File: src/rtl/systolic_drain_4_pkg.sv
// systolic_drain_4_pkg
// Constants shared by the systolic array drain block and its column FIFOs.
//   NUM_COLS  : number of array columns feeding the drain (4)
//   ROW_CNT_W : width of the handed-off row counter (8, wraps 255 -> 0)
package systolic_drain_4_pkg;

  localparam int NUM_COLS  = 4;
  localparam int ROW_CNT_W = 8;

  // A row is complete only when every column has a word waiting.
  function automatic logic all_cols_ready(input logic [NUM_COLS-1:0] non_empty);
    return &non_empty;
  endfunction

endpackage

File: src/rtl/drain_col_fifo.sv
// drain_col_fifo
// Synchronous FIFO of FIFO_DEPTH x DATA_WIDTH buffering one array column.
// Ports:
//   clk, rst_n : clock, asynchronous active-low reset (storage reset to 0)
//   clr        : synchronous flush, wins over push and pop
//   push       : write data_in this cycle (accepted if not full after pop)
//   data_in    : word to write
//   pop        : remove the head this cycle (ignored when empty)
//   head       : current head word (registered storage, no input path)
//   empty/full : occupancy flags
//   drop       : one-cycle pulse, a push was rejected because full
module drain_col_fifo #(
  parameter int DATA_WIDTH = 32,
  parameter int FIFO_DEPTH = 4
) (
  input  logic                  clk,
  input  logic                  rst_n,
  input  logic                  clr,
  input  logic                  push,
  input  logic [DATA_WIDTH-1:0] data_in,
  input  logic                  pop,
  output logic [DATA_WIDTH-1:0] head,
  output logic                  empty,
  output logic                  full,
  output logic                  drop
);

  localparam int AW = (FIFO_DEPTH > 1) ? $clog2(FIFO_DEPTH) : 1;
  localparam logic [AW:0] DEPTH_C = (AW + 1)'(FIFO_DEPTH);

  logic [DATA_WIDTH-1:0] mem [FIFO_DEPTH];
  logic [AW-1:0]         rd_ptr;
  logic [AW-1:0]         wr_ptr;
  logic [AW:0]           count;
  logic                  do_pop;
  logic                  do_push;

  assign empty = (count == '0);
  assign full  = (count == DEPTH_C);
  assign head  = mem[rd_ptr];

  // A pop in the same cycle frees a slot, so a full FIFO still accepts.
  assign do_pop  = pop & ~empty;
  assign do_push = push & (~full | do_pop);
  assign drop    = push & full & ~do_pop & ~clr;

  always_ff @(posedge clk or negedge rst_n) begin
    if (!rst_n) begin
      rd_ptr <= '0;
      wr_ptr <= '0;
      count  <= '0;
      for (int i = 0; i < FIFO_DEPTH; i++) begin
        mem[i] <= '0;
      end
    end else if (clr) begin
      rd_ptr <= '0;
      wr_ptr <= '0;
      count  <= '0;
    end else begin
      if (do_push) begin
        mem[wr_ptr] <= data_in;
        wr_ptr      <= wr_ptr + 1'b1;
      end
      if (do_pop) begin
        rd_ptr <= rd_ptr + 1'b1;
      end
      case ({do_push, do_pop})
        2'b10:   count <= count + 1'b1;
        2'b01:   count <= count - 1'b1;
        default: count <= count;
      endcase
    end
  end

endmodule

File: src/rtl/systolic_drain_4.sv
// systolic_drain_4
// Receiving end of the 4x4 systolic array's down edge. Each column's skewed
// results are buffered in a private FIFO; once all four hold a word, one
// aligned row is offered on a valid/ready handshake.
// Ports:
//   drain_clk, drain_rst_n      : clock, asynchronous active-low reset
//   drain_clr                   : synchronous flush of FIFOs, overflow, row count
//   drain_en_in_j/data_in_j     : column j result strobe and word
//   drain_out_valid/ready/data  : aligned row handshake, column 0 in the LSBs
//   drain_overflow              : sticky, a column push was dropped
//   drain_row_cnt               : rows handed off, wraps
//   drain_busy                  : some column FIFO is non-empty
module systolic_drain_4
  import systolic_drain_4_pkg::*;
#(
  parameter int DATA_WIDTH = 32,
  parameter int FIFO_DEPTH = 4
) (
  input  logic                             drain_clk,
  input  logic                             drain_rst_n,
  input  logic                             drain_clr,
  input  logic                             drain_en_in_0,
  input  logic                             drain_en_in_1,
  input  logic                             drain_en_in_2,
  input  logic                             drain_en_in_3,
  input  logic [DATA_WIDTH-1:0]            drain_data_in_0,
  input  logic [DATA_WIDTH-1:0]            drain_data_in_1,
  input  logic [DATA_WIDTH-1:0]            drain_data_in_2,
  input  logic [DATA_WIDTH-1:0]            drain_data_in_3,
  output logic                             drain_out_valid,
  input  logic                             drain_out_ready,
  output logic [NUM_COLS*DATA_WIDTH-1:0]   drain_out_data,
  output logic                             drain_overflow,
  output logic [ROW_CNT_W-1:0]             drain_row_cnt,
  output logic                             drain_busy
);

  logic [NUM_COLS-1:0]   en_col;
  logic [NUM_COLS-1:0]   empty_col;
  logic [NUM_COLS-1:0]   full_col;
  logic [NUM_COLS-1:0]   drop_col;
  logic [DATA_WIDTH-1:0] data_col [NUM_COLS];
  logic [DATA_WIDTH-1:0] head_col [NUM_COLS];
  logic                  pop;
  logic                  ovf_set;

  assign en_col      = {drain_en_in_3, drain_en_in_2, drain_en_in_1, drain_en_in_0};
  assign data_col[0] = drain_data_in_0;
  assign data_col[1] = drain_data_in_1;
  assign data_col[2] = drain_data_in_2;
  assign data_col[3] = drain_data_in_3;

  // Valid depends only on registered occupancy, so it is held until the pop.
  assign drain_out_valid = all_cols_ready(~empty_col);
  assign drain_busy      = |(~empty_col);
  assign pop             = drain_out_valid & drain_out_ready;

  // A drop can only come from a full column.
  assign ovf_set = |(drop_col & full_col);

  for (genvar gi = 0; gi < NUM_COLS; gi++) begin : g_col
    drain_col_fifo #(
      .DATA_WIDTH (DATA_WIDTH),
      .FIFO_DEPTH (FIFO_DEPTH)
    ) u_fifo (
      .clk     (drain_clk),
      .rst_n   (drain_rst_n),
      .clr     (drain_clr),
      .push    (en_col[gi]),
      .data_in (data_col[gi]),
      .pop     (pop),
      .head    (head_col[gi]),
      .empty   (empty_col[gi]),
      .full    (full_col[gi]),
      .drop    (drop_col[gi])
    );

    assign drain_out_data[gi*DATA_WIDTH +: DATA_WIDTH] = head_col[gi];
  end

  always_ff @(posedge drain_clk or negedge drain_rst_n) begin
    if (!drain_rst_n) begin
      drain_row_cnt  <= '0;
      drain_overflow <= 1'b0;
    end else if (drain_clr) begin
      drain_row_cnt  <= '0;
      drain_overflow <= 1'b0;
    end else begin
      if (pop) begin
        drain_row_cnt <= drain_row_cnt + 1'b1;
      end
      if (ovf_set) begin
        drain_overflow <= 1'b1;
      end
    end
  end

endmodule

File: config.mk
export PLATFORM = sky130hd
export DESIGN_NAME = systolic_drain_4
export DESIGN_NICKNAME = d
export VERILOG_FILES = /design/src/rtl/systolic_drain_4_pkg.sv /design/src/rtl/drain_col_fifo.sv /design/src/rtl/systolic_drain_4.sv
export SDC_FILE = /design/constraint.sdc
export NUM_CORES = 1
export LEC_CHECK = 0
export BUFFER_PORTS_ARGS = -buffer_cell sky130_fd_sc_hd__buf_2
export CAP_MARGIN = 10
export CORE_AREA = 5 5 221 223
export DETAILED_ROUTE_END_ITERATION = 10
export DIE_AREA = 0 0 226 228
export PLACE_DENSITY_LB_ADDON = 0.08
export REMOVE_ABC_BUFFERS = 1
export SYNTH_ARGS = -nofsm -noshare
export SYNTH_HDL_FRONTEND = slang
export SYNTH_SLANG_ARGS = --single-unit
export TNS_END_PERCENT = 50
File: constraint.sdc
create_clock -name drain_clk -period 2.3 [get_ports drain_clk]
set_clock_uncertainty 0.1 [all_clocks]
set_input_delay 0.46 -clock drain_clk [delete_from_list [all_inputs] [get_ports drain_clk]]
set_output_delay 0.46 -clock drain_clk [all_outputs]
set_load 0.05 [all_outputs]
## After elaboration in Yosys (flattened, before gate mapping)

Cells that the tools add are included.

| operators by class | value |
|---|---|
| add/subtract/negate cells | 17 |
| $lt $le $gt $ge | 12 |
| equality and inequality tests | 12 |
| muxes and demuxes | 52 |
| bitwise logic cells | 48 |
| reduce and logical (&&, ||, !) cells | 29 |

Operator list:

| kind | number |
|---|---|
| $bwmux 128 | 4 |
| $mux 32 | 12 |
| $bmux 32 s2 | 4 |
| $demux 32 s2 | 4 |
| $mux 2 | 16 |
| $ge 3x3->1 const B | 8 |
| $not 2->3 | 8 |
| $pmux 3 s2 | 4 |
| $and 1x1->1 | 21 |
| $reduce_bool 2->1 | 10 |
| $add 2x1->2 const B | 8 |
| $mux 8 | 2 |
| $not 1->1 | 13 |
| $add 3x1->3 const B | 4 |
| $eq 3x3->1 const B | 4 |
| $logic_not 3->1 | 4 |
| $lt 3x1->1 const B | 4 |
| $mux 3 | 4 |
| $reduce_bool 3->1 | 4 |
| $sub 3x1->3 const B | 4 |
| $add 8x1->8 const B | 1 |
| $eq 2x1->1 const B | 4 |
| $eq 2x2->1 const B | 4 |
| $reduce_and 2->1 | 4 |
| other kinds (7) | 15 |

| word-level totals | value |
|---|---|
| register bits after elaboration | 549 |
| input port bits | 136 |
| output and inout bits | 139 |
| logic and storage cells | 200 |

## Depth between registers and ports, before layout

Gate-level depths: netlist (run 1).

| depth | value |
|---|---|
| depth in word-level cells | 12 |
| mapped depth | 10 |
| depth with buffers taken out | 8 |

## Cells and area by module

Synthesis (run 1) repeated with hierarchy kept, for this count alone.

| second synthesis, totals | value |
|---|---|
| cells, all modules | 1,553 |
| area total of the unflattened synthesis | 27,407.5 um^2 |

By module, submodules not included:

| module | instances | cells each | area an instance (um^2) | sequential area each (um^2) |
|---|---|---|---|---|
| drain_col_fifo | 4 | 375 | 6,729.0 | 3,378.2 |
| systolic_drain_4 | 1 | 53 | 491.7 | 225.2 |

## Least setup slack after synthesis (run 1)

OpenSTA, ideal clock, no wires.

| path | value |
|---|---|
| path kind | register to register |
| from | reg g_col[0].u_fifo.count[0] |
| to | reg g_col[3].u_fifo.count[2] |
| library setup time | 125 ps |
| arrival time | 2,435 ps |
| data required time | 2,075 ps |
| slack | -359 ps |
| stages on the path, launching flop included | 11 |
| buffers on the path | 2 |
| clock period less this slack | 2,659 ps |
| path through | dfrtp_1 > nor3_1 > nor4_2 > buf_4 > buf_2 > nand2_1 > nor2_1 > fa_1 > nor2_1 > a22oi_1 > mux2_2 |

| between the ends | value |
|---|---|
| cells in the longest elaborated chain, start to end | 10 |
| elaborated cells on any way between the ends | 12 |
| classes of those cells | eq/ne (2); mux (2); bitwise (5); reduce/logical (3) |

RTL lines:

| element | RTL line | source |
|---|---|---|
| from (decl) | drain_col_fifo.sv:34 | `logic [AW:0] count;` |
| from (signal assigned) | drain_col_fifo.sv:68 | `2'b10: count <= count + 1'b1;` |
| from (signal assigned) | drain_col_fifo.sv:69 | `2'b01: count <= count - 1'b1;` |
| from (signal assigned) | drain_col_fifo.sv:70 | `default: count <= count;` |
| $logic_not 3->1 * | drain_col_fifo.sv:38 | `assign empty = (count == '0);` |
| $not 4->4 * | systolic_drain_4.sv:54 | `assign drain_out_valid = all_cols_ready(~empty_col);` |
| $reduce_and 4->1 * | systolic_drain_4_pkg.sv:12 | `return &non_empty;` |
| named net drain_out_valid | systolic_drain_4.sv:30 | `output logic drain_out_valid,` |
| $and 1x1->1 * | systolic_drain_4.sv:56 | `assign pop = drain_out_valid & drain_out_ready;` |
| $and 1x1->1 * | drain_col_fifo.sv:43 | `assign do_pop = pop & ~empty;` |
| $or 1x1->1 | drain_col_fifo.sv:44 | `assign do_push = push & (~full \| do_pop);` |
| $and 1x1->1 | drain_col_fifo.sv:44 |  |
| $eq 2x1->1 or $eq 2x2->1 (tied branches) | drain_col_fifo.sv:67 | `case ({do_push, do_pop})` |
| $pmux 3 s2 | drain_col_fifo.sv:67 |  |
| $mux 3 | drain_col_fifo.sv:55 | `end else if (clr) begin` |
| to (signal assigned) | drain_col_fifo.sv:68 |  |
| to (signal assigned) | drain_col_fifo.sv:69 |  |
| to (signal assigned) | drain_col_fifo.sv:70 |  |
| to (decl) | drain_col_fifo.sv:34 |  |

The timed path passes the listed nets; every way through them passes the cells marked *.
A chain may end at the register's enable or synchronous reset.

## Worst setup path in the final report (run 1)

| path | value |
|---|---|
| from | reg g_col[0].u_fifo.rd_ptr[0] |
| to | out drain_out_data[29] |

| between the ends | value |
|---|---|
| cells in the longest elaborated chain, start to end | 4 |

RTL lines:

| element | RTL line | source |
|---|---|---|
| from (decl) | drain_col_fifo.sv:32 | `logic [AW-1:0] rd_ptr;` |
| from (signal assigned) | drain_col_fifo.sv:65 | `rd_ptr <= rd_ptr + 1'b1;` |
| $not 2->3 (implied by the code) | drain_col_fifo.sv:40 | `assign head = mem[rd_ptr];` |
| $bmux 32 s2 | drain_col_fifo.sv:40 |  |
| $mux 32 (implied by the code) (2 in a row) | drain_col_fifo.sv:40 |  |
| to (decl) | systolic_drain_4.sv:32 | `output logic [NUM_COLS*DATA_WIDTH-1:0] drain_out_data,` |

Every way passes these cells. The select of a mux whose other input is x is not followed.

==> impl_results.md, run 1 <==
* Worst-path clk slew at 0.07 ns
* Status: complete, but fails checks
* Setup ws final at -0.283 ns
* Number of global-route vias before repair at 16,096
* Top FF cell, synth: dfrtp_1
* Final WL at 57,400 µm
* Gpl congestion at 0.784
* Detail Route Antenna Nets at 0
* Gr usage total at 0.217
* CP peak stage delay at 0.54 ns
* Tot Pwr at 0.0319 W
* Crit Path Category: register to output pin
* TritonCTS clock tree: yes
* Post-synth cell types at 36
* Setup TNS at -35.39 ns
* Mean Syn Cell Area at 16.3 µm²
* CP Max Fanout at 5
* First-pass GRT wire length at 89,800 µm
* Routed len/inst at 21.8 µm
* CP max-delay cell: mux4_2
* Most frequent cell after synthesis: dfrtp_1
* P_leak at 14.1 nW
* Die ar. at 0.0515 mm²
* Synth cell count leaders: 549 x dfrtp_1, 506 x mux2_2, 128 x mux4_2
* FMAX at 0.387 GHz
* CTS Sinks at 549
* Largest area contributor in the netlist: dfrtp_1
* RSZ-0062 raised after global routing: true
* Worst-Margin Slew at 0.547 ns
* Share of flip-flops with an asynchronous set or reset at 1.00
* Initial antenna violation count at 4
* P&R area growth vs syn at 30.3%
* Die W at 226 µm
* Fin crit share at 1.12
* Final Hold Fails at 0
* Num CTS Buffers at 58
* WP buf/inv at 3
* Share of post-route cells with drive strength above 1 at 0.591
* Clock Path Buffers at 3
* Setup violators final at 307
* Cells after Synth at 1,506
* FP Rows at 79
* Die Y at 228 µm
* Buffer type at the clock tree root: clkbuf_16
* Clock share of power at 0.295
* HP Class: primary input to register
* Inst Count DP at 2,404
* Flops & latches, synth at 549
* Switching power at 0.00940 W
* Io pins at 275
* Clk Latency, worst-skew pair at 0.60 ns
* Top delay family on crit path: multiplexers
* Drt pass-1 iters at 4
* Post-synth top area share at 0.561
* Fin nets at 2,127
* Largest net degree at the start of global routing at 76
* CORE AREA at 0.0464 mm²
* PwrDens at 1000 mW/mm²
* Power share of the combinational group at 0.275
* Pins Over Slew Limit at 0
* Hpwl dp at 35,700 µm
* DR vias/cell at 5.52
* Post-layout util at 0.689
* Post-Place Worst Slack at -0.122 ns
* Vias at 14,493
* Peak VDD IR at 0.000815 V
* Port bufs at 274
* Number of synthesized flops with an enable pin at 0
* Synthesis Warnings at 0
* Post-layout min period at 2.58 ns
* Sequential Power Share at 0.430
* Final Instance Count excl. Fillers at 2,626
* H-tree depth at 2
* Mapped Area at 0.0245 mm²
* Violated checks: setup timing
* Filler Cell Count at 3,205
* Initial Utilization at 0.528
* Slew headroom at 0.635
* CP cell instances: buf_6 > buf_12 > mux4_2 > buf_8
* Worst Path Required at 1.74 ns
* Maximum capacitance violations at 0
* Critical Path Source Type: register
* Gr ovfl total at 0
* Critical Path Sink Type: output pin
* DRC at 0
* Register area share after synthesis at 0.561
* Crit path DAT at 2.02 ns
* Switching share of total power at 0.294
* First DRT Iteration DRCs at 647
* Top cells by area, synth: dfrtp_1 56%, mux2_2 23%, mux4_2 12%, buf_4 1.1%, ha_1 0.87%
* Internal power at 0.0225 W
metrics by stage:
stage	hold slack (ns)	cell area [µm²]
2_1_floorplan	0.0644	23900
3_3_place_gp	0.296	27500
3_5_place_dp	0.304	27500
4_1_cts	0.000121	31100
5_1_grt	0.0194	31900
6_report	0.0384	31900
flip-flops by register name, indices dropped and copies added (netlist names):
signal               flops
drain_row_cnt            8
g_col.u_fifo.rd_ptr      8
g_col.u_fifo.wr_ptr      8
drain_overflow           1
g_col.u_fifo.count      12
g_col.u_fifo.mem       512
placed cells by master (no fill, tap or decap), types with 43 or more instances in the layout:
cell type	count
buf_4	72
mux4_2	128
buf_12	53
clkbuf_16	73
buf_6	116
nor2_1	43
mux2_2	466
buf_2	158
dfrtp_1	545
dlygate4sd3_1	75
routing by layer:
metal  GRT usage  share of wire  vias to the layer above  wire [µm]
met2       0.370           0.52                      242      29800
li1            -              -                     6492          -
met5           0        0.00054                        -         31
met4      0.0581          0.021                        4       1180
met3      0.0443          0.047                       95       2680
met1       0.287           0.41                     7660      23700
kinds of logic (layout without fill, tap and decap cells):
kind of cell / count (synthesis) / after routing / synth area share
simple gates: 136 / 136 / 0.0271
buf+inv: 105 / 616 / 0.0276
compound gates: 21 / 21 / 0.00542
flops: 549 / 549 / 0.561
mux: 659 / 659 / 0.362
fa+ha+maj: 21 / 21 / 0.0120
xor+xnor: 15 / 15 / 0.00536
other cells: 0 / 2 / 0
power by group through the flow:
stage          combinational (W)  sequential, W  clock [W]
6_report                 0.00878         0.0137    0.00943
5_1_grt                  0.00932         0.0141     0.0101
4_1_cts                  0.00855         0.0137    0.00968
3_5_place_dp             0.00774         0.0138          0
3_3_place_gp             0.00753         0.0137          0
2_1_floorplan            0.00594         0.0134          0
worst paths after layout:
path,slack [ns],cells after the start,from,to
worst max-delay path,-0.28,4,g_col[0].u_fifo.rd_ptr[0],drain_out_data[29]
worst min-delay path,0.04,2,drain_data_in_2[16],g_col[2].u_fifo.mem[80]
worst max register to register,-0.11,9,g_col[3].u_fifo.count[2],g_col[0].u_fifo.count[2]
worst min register to register,0.38,1,g_col[1].u_fifo.mem[38],g_col[1].u_fifo.mem[38]
max in group asynchronous,0.88,3,drain_rst_n,g_col[2].u_fifo.rd_ptr[0]
min in group asynchronous,0.27,2,drain_rst_n,g_col[3].u_fifo.mem[80]
area by class of cell:
class	count	area, µm²	share of cell area
diodes	2	5.00	0.000157
clock buffers	89	1740	0.0546
inverters	13	48.8	0.00153
flip-flops and latches	549	13700	0.431
clock inverters	18	195	0.00611
repair buffers	496	4950	0.155
well taps	607	759	0.0238
multi-input cells	852	10500	0.328
worst reg2reg max path: stages, from the launching register on:
cell	delay, ns
dfrtp_1	0.40
nor3_2	0.32
nor4_4	0.09
buf_4	0.14
buf_6	0.12
nand2_8	0.11
nor2_1	0.07
fa_1	0.38
a22oi_1	0.23
mux2_2	0.36
repair_timing:
item / CTS / global route
pin swaps: 5 / 13
hold endpoints to repair: 236 / 0
setup endpoints to repair: 568 / 589
hold buffers: 75 / 0
gates cloned: 5 / 13
resized for setup: 216 / 115
setup buffers: 13 / 18
No activity file was read; power rests on OpenSTA's default activity.
==> run 2: changes to the inputs <==
Settings changed: ABC_CLOCK_PERIOD_IN_PS set to 2300, CORE_AREA 5 5 221 223 to 5 5 218 220, CTS_BUF_LIST set to sky130_fd_sc_hd__clkbuf_2, DIE_AREA 0 0 226 228 to 0 0 223 225, SKIP_LAST_GASP set to 1.
==> run 2 against run 1 <==
Against the previous run:
- combinational power is 0.8% higher
- sequential share of layout area is 1.4 points lower
- global-route usage is 1.8 points higher
- power is 8.8% lower
- utilization is 4.3 points higher
- the flow still finishes with violations (setup timing)
- register-to-register slack hardly changed
==> impl_results.md, run 2 (same netlist as run 1, synthesis figures left out) <==
* Fin nets at 2,413 (+13%)
* Worst Path Required at 1.74 ns (about the same)
* Tot Pwr at 0.0291 W (-8.8%)
* FMAX at 0.311 GHz (-20%)
* Routed len/inst at 20.4 µm (-6.7%)
* Critical Path Source Type: register
* Port bufs at 274 (unchanged)
* DRC at 0 (unchanged)
* Fin crit share at 1.40 (+0.274)
* FP Rows at 78 (-1.3%)
* Worst-path clk slew at 0.10 ns (+0.03 ns)
* Detail Route Antenna Nets at 0 (unchanged)
* Crit Path Category: register to output pin
* Die ar. at 0.0502 mm² (-2.6%)
* Initial antenna violation count at 5 (+1)
* H-tree depth at 4 (+2)
* CTS Sinks at 549 (unchanged)
* Drt pass-1 iters at 4 (unchanged)
* Setup TNS at -129.40 ns (-94.01 ns)
* Vias at 15,838 (+9.3%)
* Biggest register: g_col.u_fifo.mem
* Number of global-route vias before repair at 17,620 (+9.5%)
* CP max-delay cell: mux4_2
* Hpwl dp at 35,400 µm (-0.88%)
* CP cell instances: buf_4 > buf_6 > mux4_2 > buf_6
* Share of post-route cells with drive strength above 1 at 0.567 (-0.0247)
* Worst-Margin Slew at 0.814 ns (+0.267 ns)
* Crit path DAT at 2.65 ns (+0.63 ns)
* Violated checks: setup timing
* Most frequent cells in the layout: 545 x dfrtp_1, 474 x mux2_2, 268 x dlygate4sd3_1
* PwrDens at 883 mW/mm² (-12%)
* TritonCTS clock tree: yes
* CP peak stage delay at 0.54 ns (about the same)
* Die W at 223 µm (-1.3%)
* Critical Path Sink Type: output pin
* WP buf/inv at 3 (unchanged)
* Io pins at 275 (unchanged)
* Largest net degree at the start of global routing at 68 (-11%)
* Clock Path Buffers at 3 (unchanged)
* CP Max Fanout at 5 (unchanged)
* Status: complete, but fails checks
* P_leak at 14.9 nW (+5.9%)
* Setup violators final at 481 (+57%)
* Gpl congestion at 0.741 (-5.4%)
* First-pass GRT wire length at 94,100 µm (+4.8%)
* Biggest regs: g_col.u_fifo.mem x512, g_col.u_fifo.count x12
* HP Class: primary input to register
* Max reg flops at 512 (unchanged)
* CORE AREA at 0.0451 mm² (-2.7%)
* Final WL at 60,300 µm (+5.2%)
* P&R area growth vs syn at 34.6%
* Pins Over Slew Limit at 0 (unchanged)
* Num CTS Buffers at 144 (+150%)
* Top delay family on crit path: multiplexers
* Die Y at 225 µm (-1.3%)
* Initial Utilization at 0.543 (+0.0149)
* Setup ws final at -0.914 ns (-0.631 ns)
* Slew headroom at 0.457 (-0.178)
* Gr usage total at 0.235 (+0.0178)
* Maximum capacitance violations at 0 (unchanged)
* Clk Latency, worst-skew pair at 1.21 ns (+0.61 ns)
* DR vias/cell at 5.35 (-3.0%)
* CP most frequent cell: buf_6
* Peak VDD IR at 0.000607 V (-26%)
* Final Hold Fails at 0 (unchanged)
* RSZ-0062 raised after global routing: true
* Post-layout min period at 3.21 ns (+0.631 ns)
* First DRT Iteration DRCs at 607 (-6.2%)
* Buffer type at the clock tree root: clkbuf_2
* Most common cell after layout, fill and taps aside: dfrtp_1
* Gr ovfl total at 0 (unchanged)
[run 2: changes by cell type in the layout (fill, tap and decap cells not counted), sizes merged, moves of 3 or more]
cell / before / now
dlygate4sd3: 75 / 268
clkbuf: 101 / 238
diode: 2 / 9
inv: 13 / 19
bufinv: 4 / 1
clkinv: 12 / 9
[run 2: timing repair]
action                                  in CTS  in global routing
buffers inserted                            10                 20
hold endpoints to repair                  1098                  0
pin swaps                                    0                 10
hold buffers                               271                  0
resized for setup                          115                164
cloned                                       4                 17
endpoints found under the setup margin     192                664
[run 2: power by group]
group          internal (W)  total (W)  switching [W]  leakage [nW]
clock               0.00263    0.00654        0.00391         0.981
combinational       0.00454    0.00885        0.00431          7.03
sequential           0.0124     0.0137        0.00137          6.87
total                0.0195     0.0291        0.00959          14.9
[run 2: tightest hold or removal path, cell delays in order]
cell           delay, ns
dlygate4sd3_1       0.57
buf_2               0.17
inv_1               0.08
nor2_1              0.07
mux2i_1             0.12
[run 2: layer usage]
metal / track usage / part of all wire / up-vias
li1: - / - / 7143
met1: 0.300 / 0.42 / 8265
met2: 0.387 / 0.51 / 336
met3: 0.0662 / 0.051 / 94
met4: 0.0901 / 0.021 / 0
met5: 0 / 0 / -
[run 2: area by class of cell]
| class | count | area, µm² |
|---|---|---|
| clock inverter | 18 | 108 |
| multi-input combinational | 852 | 10400 |
| fill | 3018 | 12100 |
| sequential | 549 | 13700 |
| antenna | 9 | 22.5 |
| inverter | 13 | 48.8 |
| timing repair buffer | 696 | 6830 |
| tap | 600 | 751 |
| clock buffer | 222 | 1110 |
[run 2: final timing paths]
path | startpoint | to | slack [ns] | cells after the start
worst min register to register | g_col[1].u_fifo.mem[36] | g_col[1].u_fifo.mem[36] | 0.39 | 1
max in group asynchronous | drain_rst_n | g_col[2].u_fifo.mem[95] | 1.15 | 5
min in group asynchronous | drain_rst_n | g_col[3].u_fifo.mem[58] | 0.25 | 4
worst max register to register | g_col[2].u_fifo.count[2] | g_col[2].u_fifo.mem[59] | -0.10 | 10
worst min-delay path | drain_en_in_1 | g_col[1].u_fifo.wr_ptr[1] | 0.23 | 5
worst max-delay path | g_col[0].u_fifo.rd_ptr[0] | drain_out_data[28] | -0.91 | 4
[run 2: through the flow]
stage	cells	hold slack [ns]	utilization	cell area, µm²	setup slack [ns]
finish	2959	0.232	0.731	33000	-0.914
global route	2954	0.0861	0.731	33000	-1.18
CTS	2915	0.00598	0.707	31900	-1.16
detailed placement	2390	0.334	0.607	27400	-0.0169
global placement	2390	0.339	0.607	27400	0.0584
floorplan	1414	0.0644	-	23900	-2.56
